--- src/rtl/bus_inv_dec.sv ---
// Bus-invert decoder/checker: restores data from a bus-invert coded link, flags
// words where the transmitter did not pick the minimum-transition encoding.
module bus_inv_dec #(
  parameter int WIDTH = 8,
  parameter int CNT_W = 8
) (
  input  logic             i_clk,
  input  logic             i_rst,
  input  logic [WIDTH-1:0] i_bus,
  input  logic             i_inv,
  input  logic             i_vld,
  output logic             o_rdy,
  output logic [WIDTH-1:0] o_y,
  output logic             o_err,
  output logic             o_vld,
  input  logic             i_rdy,
  output logic [CNT_W-1:0] o_err_cnt
);

  localparam int CW = $clog2(WIDTH + 1);
  localparam logic [CW-1:0] HALF = CW'(WIDTH / 2);

  function automatic logic [CW-1:0] f_popcount(input logic [WIDTH-1:0] v);
    logic [CW-1:0] c;
    c = '0;
    for (int k = 0; k < WIDTH; k++) begin
      c = c + CW'(v[k]);
    end
    return c;
  endfunction

  logic [WIDTH-1:0] r_prev;
  logic [WIDTH-1:0] r_y;
  logic             r_err;
  logic             r_vld;
  logic [CNT_W-1:0] r_cnt;

  logic             w_acc;
  logic             w_drain;
  logic [WIDTH-1:0] w_d;
  logic [CW-1:0]    w_hd;
  logic             w_exp_inv;
  logic             w_viol;
  logic             w_cnt_max;

  assign o_rdy     = !r_vld || i_rdy;
  assign w_acc     = i_vld && o_rdy;
  assign w_drain   = r_vld && i_rdy && !w_acc;

  // Transitions are measured on the decoded word against the previous raw link state.
  assign w_d       = i_inv ? ~i_bus : i_bus;
  assign w_hd      = f_popcount(w_d ^ r_prev);
  assign w_exp_inv = (w_hd > HALF);
  assign w_viol    = (i_inv != w_exp_inv);
  assign w_cnt_max = &r_cnt;

  always_ff @(posedge i_clk) begin
    if (i_rst) begin
      r_prev <= '0;
      r_y    <= '0;
      r_err  <= 1'b0;
      r_vld  <= 1'b0;
    end else if (w_acc) begin
      r_prev <= i_bus;
      r_y    <= w_d;
      r_err  <= w_viol;
      r_vld  <= 1'b1;
    end else if (w_drain) begin
      r_vld  <= 1'b0;
    end
  end

  always_ff @(posedge i_clk) begin
    if (i_rst) begin
      r_cnt <= '0;
    end else if (w_acc && w_viol && !w_cnt_max) begin
      r_cnt <= r_cnt + 1'b1;
    end
  end

  assign o_y       = r_y;
  assign o_err     = r_err;
  assign o_vld     = r_vld;
  assign o_err_cnt = r_cnt;

endmodule

--- config.mk ---
export PLATFORM = sky130hd
export DESIGN_NAME = bus_inv_dec
export DESIGN_NICKNAME = d
export VERILOG_FILES = /design/src/rtl/bus_inv_dec.sv
export SDC_FILE = /design/constraint.sdc
export NUM_CORES = 1
export LEC_CHECK = 0
export BUFFER_PORTS_ARGS = -buffer_cell sky130_fd_sc_hd__buf_2
export CAP_MARGIN = 25
export CORE_AREA = 2 2 59 61
export DETAILED_ROUTE_END_ITERATION = 12
export DIE_AREA = 0 0 61 63
export MAX_ROUTING_LAYER = met4
export PLACE_DENSITY = 0.66
export SYNTH_ARGS = -nofsm -noshare
export SYNTH_HDL_FRONTEND = slang
export SYNTH_SLANG_ARGS = --single-unit
--- constraint.sdc ---
create_clock -name i_clk -period 6.65 [get_ports i_clk]
set_input_delay 0.9975 -clock i_clk [delete_from_list [all_inputs] [get_ports i_clk]]
set_output_delay 0.9975 -clock i_clk [all_outputs]
set_load 0.1 [all_outputs]
==> out/metrics.csv <==
metric;value;unit
firstDrtPassIters;2;
avgSynthCellArea;8.67;um^2
grt_pass1_vias;1127;
antenna_found_initial;0;
synth-edff-count;0;
worstRegToRegCells;14;
crit_path_max_incr_delay;0.55;ns
cts_buffers;3;
setup_viol;0;
routedWlPerCell;11.7;um
powerDensity;347;nW/um^2
ys_seq_area_frac;0.380;
tns;0;ns
preCtsSetupSlack;1.15;ns
clkSinkCount;26;
final_cell_mix;31 x buf_2, 30 x nand2_1, 26 x dfxtp_1;
dp_hpwl;2080;um
cts_root_buf;clkbuf_4;
ys_types;32;
grt_start_max_net_pins;30;
mostFrequentLayoutCell;buf_2;
cpLargestDelayFamily;adder cells;
die_x;61;um
crit_start;i_inv;
port_buffers;31;
vias;1110;
drt_iter0_markers;40;
synth_warnings;0;
area_growth;16.0;%
fin_skew;0.00665;ns
ctsHoldBuffers;0;
required;6.85;ns
place_area;1550;um^2
fmax;0.194;GHz
tightest_slew;0.631;ns
path_depth;16;
synthCells;158;
endpoint_kind;flip-flop;
nFillCells;327;
drc;0;
die_y;63;um
post_cts_resized;0;
path_clk_slew;0.13;ns
reg2reg_slack;2.33;ns
dieArea;3840;um^2
max-cap-violations;0;
diodes;0;
grt_setup_unrepaired;false;
cts_setup_buffers;0;
grt_pass1_wl;4690;um
initial_core_util;0.424;
viasPerCell;4.78;
finalMaxSlewViolations;0;
gp_congestion;0.737;
period_share;0.774;
synthArstFlopShare;0;
fin_ws;1.50;ns
setup.worst_path.class;input port to flip-flop;
r2r_start;r_prev[0];
hp-class;flip-flop to flip-flop;
layout_min_cycle_time;5.15;ns
ant_nets;0;
drive_above_1_share;0.210;
design_area;1590;um^2
path_max_fanout;10;
track_usage;0.159;
slew_headroom;0.579;
peakVddDrop;146;uV
clk_path_buf_depth;2;
hold_viol_final;0;
syn_area;1370;um^2
worstReg2RegEnd;o_err_cnt[1];
num_io_pins;32;
arrival;5.35;ns
finalWirelength;2700;um
globalRouteOverflowTotal;0;
crit_path_end;o_err_cnt[1];
crit_buf_inv;4;
crit_path_top_delay_cell;nor4_4;
cp_common_cell;fa_1;
synth-seq-cells;26;
synth_nets;179;
clock_latency;0.31;ns
rows;21;
yosys_most_used_dff;dfxtp_1;
crit_path_start_kind;input port;
p_leak;0.000681;uW
path_cells;buf_2, xor2_1, xnor2_1, fa_1, inv_1, fa_1, inv_1, fa_1, inv_1, ha_1, fa_1, xnor2_1, o32ai_2, nor4_4, mux2i_1, nor2_1;
status;finished, final reports clean;
cts_max_level;1;
cts_tree;built;
core;3230;um^2
num-nets-final;208;
==> cells by family (layout without fill, tap and decap cells) <==
kind of cell,Yosys count,count (layout),share of synthesized area
multiplexers,2,2,0.0155
AND/OR/NAND/NOR,58,58,0.196
XOR/XNOR,20,20,0.128
adder cells (fa/ha/maj),8,8,0.0950
flip-flops,26,26,0.380
buffers and inverters,16,44,0.0466
AO/OA/AOI/OAI,28,28,0.139
==> layer usage <==
metal	up-vias	track usage	wire (um)
li1	580	-	-
met1	511	0.188	1270
met2	17	0.276	1330
met3	2	0.0290	83
met4	0	0.0326	14
met5	-	-	0
==> synthesized netlist by cell type, types with 2 or more instances <==
| master | n | area [um^2] |
|---|---|---|
| a211oi_1 | 3 | 22.5 |
| a21oi_1 | 19 | 95.1 |
| a31o_1 | 2 | 17.5 |
| and3_1 | 2 | 12.5 |
| clkbuf_1 | 5 | 18.8 |
| dfxtp_1 | 26 | 521 |
| fa_1 | 4 | 80.1 |
| ha_1 | 4 | 50.1 |
| inv_1 | 8 | 30.0 |
| nand2_1 | 30 | 113 |
| nand2b_1 | 3 | 18.8 |
| nand4_1 | 2 | 12.5 |
| nor2_1 | 13 | 48.8 |
| xnor2_1 | 15 | 131 |
| xor2_1 | 5 | 43.8 |
==> power by group <==
part | total (uW) | internal, uW | switching (uW) | leakage (uW)
registers | 179 | 170 | 9.13 | 0.000213
logic | 294 | 94.3 | 200 | 0.000446
clock network | 78.6 | 33.4 | 45.2 | 0.0000210
total | 552 | 297 | 254 | 0.000681
==> cell type report <==
type	count	area [um^2]	area share
Inverter	9	33.8	0.0213
Timing Repair Buffer	31	155	0.0976
Clock buffer	4	36.3	0.0228
Multi-Input combinational cell	116	786	0.494
Sequential cell	26	520	0.328
Tap cell	46	57.6	0.0362
==> worst min-delay path by stage <==
stage	startpoint	to	slack (ns)	cells after the start
after floorplan	r_prev[0]	r_prev[0]	0.45	2
after global placement	o_y[7]	o_y[7]	0.44	2
after detailed placement	o_err	o_err	0.45	2
after CTS	o_err	o_err	0.47	2
after global routing	o_y[4]	o_y[4]	0.51	2
final	o_err	o_err	0.46	2
==> stage by stage <==
stage	hold WS (ns)	instances	utilization	total power, uW
6_report	0.464	232	0.492	552
5_1_grt	0.506	232	0.492	588
4_1_cts	0.467	232	0.492	559
3_5_place_dp	0.449	228	0.480	479
2_1_floorplan	0.449	158	-	426
3_3_place_gp	0.442	228	0.480	460
==> tightest hold or removal path, delay by kind of cell (launching register included) <==
family          cells  cell delay [ns]
simple gates        1             0.05
flops               1             0.33
compound gates      1             0.05
==> flip-flops by register name, indices dropped and copies added (netlist names) <==
name,count
o_err_cnt,8
o_y,8
r_prev,8
o_err,1
o_vld,1
(Power assumes the default switching activity.)
